## config.mk

```make
export PLATFORM = sky130hd
export DESIGN_NAME = bit_serial_adder
export DESIGN_NICKNAME = d
export VERILOG_FILES = /design/src/rtl/bit_serial_adder.sv
export SDC_FILE = /design/constraint.sdc
export NUM_CORES = 1
export LEC_CHECK = 0
export CAP_MARGIN = 10
export CORE_AREA = 4 4 82 84
export DETAILED_ROUTE_END_ITERATION = 7
export DIE_AREA = 0 0 86 88
export DONT_BUFFER_PORTS = 1
export PLACE_DENSITY = 0.53
export SYNTH_ARGS = -nofsm -noshare
export SYNTH_HDL_FRONTEND = slang
export SYNTH_SLANG_ARGS = --single-unit
```

## constraint.sdc

```tcl
create_clock -name clk -period 2 [get_ports clk]
set_input_delay 0.4 -clock clk [delete_from_list [all_inputs] [get_ports clk]]
set_output_delay 0.4 -clock clk [all_outputs]
set_load 0.1 [all_outputs]
```

## src/rtl/bit_serial_adder.sv

```systemverilog
// bit_serial_adder: LSB-first serial addition of two WIDTH-bit operands plus carry-in
// Ports: clk rising-edge clock; rst_n async active-low reset; start requests an addition;
//        a, b operands and cin carry-in, sampled on the load edge; busy high while bits are
//        processed; done one-clock pulse when sum/cout are valid; sum/cout registered result.
module bit_serial_adder #(
  parameter int WIDTH = 8
) (
  input  logic             clk,
  input  logic             rst_n,
  input  logic             start,
  input  logic [WIDTH-1:0] a,
  input  logic [WIDTH-1:0] b,
  input  logic             cin,
  output logic             busy,
  output logic             done,
  output logic [WIDTH-1:0] sum,
  output logic             cout
);
  localparam int CW = WIDTH > 1 ? $clog2(WIDTH) : 1;
  typedef enum logic [1:0] {IDLE, RUN, DONE} state_t;
  state_t st, nxt;
  logic [WIDTH-1:0] a_sh, b_sh, r_sh, r_nx;
  logic [CW-1:0] cnt;
  logic carry, s, c_nx, last;
  always_comb begin
    s = a_sh[0] ^ b_sh[0] ^ carry;
    c_nx = (a_sh[0] & b_sh[0]) | (a_sh[0] & carry) | (b_sh[0] & carry);
    // new sum bit enters at the MSB; the oldest bit falls off the bottom
    r_nx = WIDTH'({s, r_sh} >> 1);
    last = cnt == CW'(WIDTH - 1);
    nxt = st == IDLE ? (start ? RUN : IDLE) : st == RUN ? (last ? DONE : RUN) : IDLE;
  end
  always_ff @(posedge clk or negedge rst_n)
    if (!rst_n) st <= IDLE;
    else st <= nxt;
  always_ff @(posedge clk or negedge rst_n)
    if (!rst_n) begin
      a_sh <= '0;
      b_sh <= '0;
      r_sh <= '0;
      carry <= 1'b0;
      cnt <= '0;
      sum <= '0;
      cout <= 1'b0;
    end else if (st == IDLE && start) begin
      a_sh <= a;
      b_sh <= b;
      carry <= cin;
      cnt <= '0;
    end else if (st == RUN) begin
      a_sh <= a_sh >> 1;
      b_sh <= b_sh >> 1;
      r_sh <= r_nx;
      carry <= c_nx;
      cnt <= cnt + CW'(1);
      if (last) begin
        sum <= r_nx;
        cout <= c_nx;
      end
    end
  assign busy = st == RUN;
  assign done = st == DONE;
endmodule

```

======== After elaboration in Yosys (flattened, before gate mapping) ========
Cells that the tools add are included.
storage, ports and cells
  register bits ........................... 39
  input port bits ......................... 20
  output and inout port bits .............. 11
cells by class
  $add $sub $neg .......................... 1
  equal/unequal tests ..................... 3
  multiplexer cells ....................... 12
  bitwise gates (word level) .............. 8
  reduce and logical (&&, ||, !) cells .... 5
operator list
  kind                   count
  $mux W8                4
  $mux W2                3
  $mux W3                2
  $add A3 B1 Y3 const B  1
  $and A1 B1 Y1          3
  $eq A3 B3 Y1 const B   1
  $mux W1                3
  $reduce_and A3 Y1      1
  $eq A2 B1 Y1 const B   1
  $eq A2 B2 Y1 const B   1
  $logic_not A2 Y1       1
  $or A1 B1 Y1           2
  $reduce_and A2 Y1      1
  $reduce_bool A2 Y1     1
  $xor A1 B1 Y1          2
  $logic_and A1 B1 Y1    1
  $not A1 Y1             1

======== Depth between registers and ports, before layout ========
  depth in word-level cells ............... 5
  mapped depth ............................ 5

======== Worst setup path after synthesis ========
OpenSTA, ideal clock, no wires.
  kind .................................... reg2out
  start point ............................. register st[1]
  end point ............................... output done
  arrival ................................. 2.097 ns
  setup slack ............................. -0.497 ns
  cell stages (with the launch flop) ...... 5
  cells stage by stage .................... dfrtp_1 -> buf_6 -> buf_6 -> buf_2 -> nor2b_1
on the way
  longest elaborated chain between the ends .. 1
RTL lines
  element                 line  source
  start, declared         21    state_t st, nxt;
  start signal, assigned  35    else st <= nxt;
  $eq A2 B2 Y1            62    assign done = st == DONE;
  end, declared           15    output logic done,
No other way between the ends.

======== Worst setup path after layout ========
  start point ............................. register st[0]
  end point ............................... output busy
on the way
  longest elaborated chain between the ends .. 1
RTL lines
  element        line  source
  $eq A2 B1 Y1   61    assign busy = st == RUN;
  end, declared  14    output logic busy,
No other way between the ends.

==> impl_results.md <==
* Status: finished clean
* Setup TNS at 0 ns
* Largest net degree at the start of global routing at 39
* Tcrit/Tclk final at 0.884
* Fin. Hold Viols at 0
* H-tree Lvls at 2
* Tightest Hold Check Type: input port to flip-flop
* Post-synthesis sequential area ratio at 0.548
* Initial antenna violation count at 0
* Final #Nets at 154
* DR WL met3 at 246 microns
* Max-Cap Viols at 0
* Cell total after placement at 197
* Final estimated routing congestion in global placement at 0.713
* Yosys reg bits at 38
* Path depth of the worst reg2reg path at 4
* Vias per cell at 5.15
* Setup-failing EPs final at 0
* Critical Path RT at 1.60 ns
* Mapped Area at 1740 sq um
* Synth Net Count at 152
* Die width at 86 microns
* End of the worst register-to-register path: sum[3]
* Antenna Cells at 0
* Worst skew pair latency at 0.29 ns
* CP Launch Point: st[0]
* CTS tree: yes
* Synth Instances at 129
* Worst Setup EP: busy
* Starting Density at 0.293
* GRT Total Usage at 0.0981
* Worst Skew at 0.00514 ns
* Synth unique cells at 27
* Worst Path Max Fanout at 16
* Detailed Place HPWL at 2360 microns
* Io pins at 31
* CP startpoint kind: flip-flop
* Final max-slew violation count at 0
* Period minus WS final at 1.77 ns
* Worst Max-Slew Pin Slew at 0.915 ns
* DR iter-0 viols at 48
* Core area at 5920 sq um
* Share of layout cells above drive strength 1 at 0.326
* Worst slew margin at 0.390
* Die H at 88 microns
* Clock sink count at 38
* Crit end category: output pin
* Clk slew on worst S/H paths at 0.08 ns
* PortBufs at 0
* Clock tree buffer depth at 2
* Via Count at 1,066
* Synthesized area per cell at 13.5 sq um
* DRC Markers at 0
* Remaining antenna violation count at 0
* R2r setup slk at 0.34 ns
* Final WL at 3350 microns
* FF-to-FF Start: cnt[0]
* Die area at 7570 sq um
* M1 wire length at 1500 microns
* Cell Rows at 28
* Ys Warns at 0
* Global-route wire length before repair at 5760 microns
* Crit path DAT at 1.37 ns
* RSZ-0062 raised after global routing: false
* Highest metal used: met4
* Routed WL per cell at 16.2 microns
* GRT overflow at 0
* Pre-antenna DRT Iters at 4
* Vias in the first global route at 1,174
* Area growth syn-to-layout at 14.2%
* Fin cells at 207
* CTS Buf Count at 5
* Met2 wire len at 1560 microns
* Fmax at 566 MHz
* CP Class: flip-flop to output pin
* Clock root buffer: clkbuf_8
[metal layers]
metal / up-vias / global-route usage
met5: - / 0
li1: 485 / -
met2: 32 / 0.148
met4: 0 / 0.0345
met3: 5 / 0.0367
met1: 544 / 0.130
[state kept, by name, indices dropped and copies added, names as in the netlist]
register	flops
a_sh	8
b_sh	8
sum	8
r_sh	7
cnt	3
st	2
carry	1
cout	1
[cell usage after synthesis]
cell	instances	area [sq um]
clkbuf_2	1	5.00
ha_1	2	25.0
buf_6	2	22.5
nor4b_1	7	61.3
mux2i_1	1	10.0
or4b_1	8	80.1
nand3b_1	1	7.51
a211oi_1	5	37.5
nor3b_1	6	45.0
dfrtp_1	38	951
o221a_2	8	90.1
buf_2	6	30.0
a21oi_1	1	5.00
fa_1	1	20.0
o21ba_2	1	10.0
inv_1	9	33.8
clkbuf_1	3	11.3
nor2b_1	1	6.26
o21bai_2	1	11.3
nor4bb_1	1	10.0
a221oi_1	2	17.5
mux2_2	16	180
a22o_1	2	17.5
a21o_1	1	7.51
a211o_1	1	8.76
nand2b_1	3	18.8
and4bb_2	1	12.5
[worst max-delay path, stage by stage (launching register included)]
cell and delay [ns]:
dfrtp_2 0.54, nand2b_1 0.12, inv_1 0.09, buf_4 0.32
[final cells by class]
cell class / count / area, sq um
Inverter: 9 / 33.8
Clock buffer: 5 / 68.8
Sequential cell: 38 / 952
Clock inverter: 3 / 68.8
Tap cell: 75 / 93.8
Fill cell: 589 / 3940
Multi-Input combinational cell: 70 / 684
Timing Repair Buffer: 7 / 80.1
[metrics by stage]
stage | utilization | hold WS, ns | worst slack, ns | instance area, sq um
final | 0.335 | 0.260 | 0.232 | 1980
after global routing | 0.335 | 0.260 | 0.136 | 1980
after CTS | 0.335 | 0.254 | 0.0369 | 1980
after detailed placement | 0.306 | 0.106 | 0.286 | 1810
after global placement | 0.306 | 0.106 | 0.357 | 1810
after floorplan | - | 0.104 | 0.0196 | 1740
[how the worst min path moves through the flow]
stage	startpoint	to	slack, ns	cells after the start
after floorplan	rst_n	a_sh[0]	0.10	0
after global placement	rst_n	b_sh[1]	0.11	0
after detailed placement	rst_n	b_sh[0]	0.11	0
after CTS	start	st[0]	0.25	2
after global routing	start	st[0]	0.26	2
final	start	st[0]	0.26	2
[repair_timing]
action / in CTS / in global routing
buffers inserted: 0 / 0
hold endpoints to repair: 38 / 0
gates resized for setup: 0 / 1
setup endpoints to repair: 0 / 1
hold buffers: 2 / 0
[logic make-up after synthesis]
logic type,after synthesis,share of synthesized area
compound gates,22,0.118
fa+ha+maj,3,0.0260
buf+inv,21,0.0591
flops,38,0.548
mux,17,0.110
simple gates,28,0.139
[cells in the final DEF (no fill, tap or decap)]
cell type / instances
buf_4: 4
nor3b_1: 6
nor2b_2: 1
a211oi_1: 5
a22o_1: 2
fa_1: 1
o21bai_2: 1
buf_12: 2
bufinv_16: 2
clkinv_4: 1
ha_1: 2
o221a_2: 8
or4b_1: 8
a221oi_1: 2
mux2i_1: 1
nor4bb_1: 1
a211o_1: 1
nand2b_1: 3
o21ba_2: 1
dfrtp_1: 37
inv_1: 9
dfrtp_2: 1
dlygate4sd3_1: 1
mux2_2: 16
a21oi_1: 1
clkbuf_8: 5
nor4b_1: 7
nand3b_1: 1
a21o_1: 1
and4bb_2: 1
Power is not shown: default switching activity piles up to over one toggle a cycle in this logic, so the estimate is an artifact.
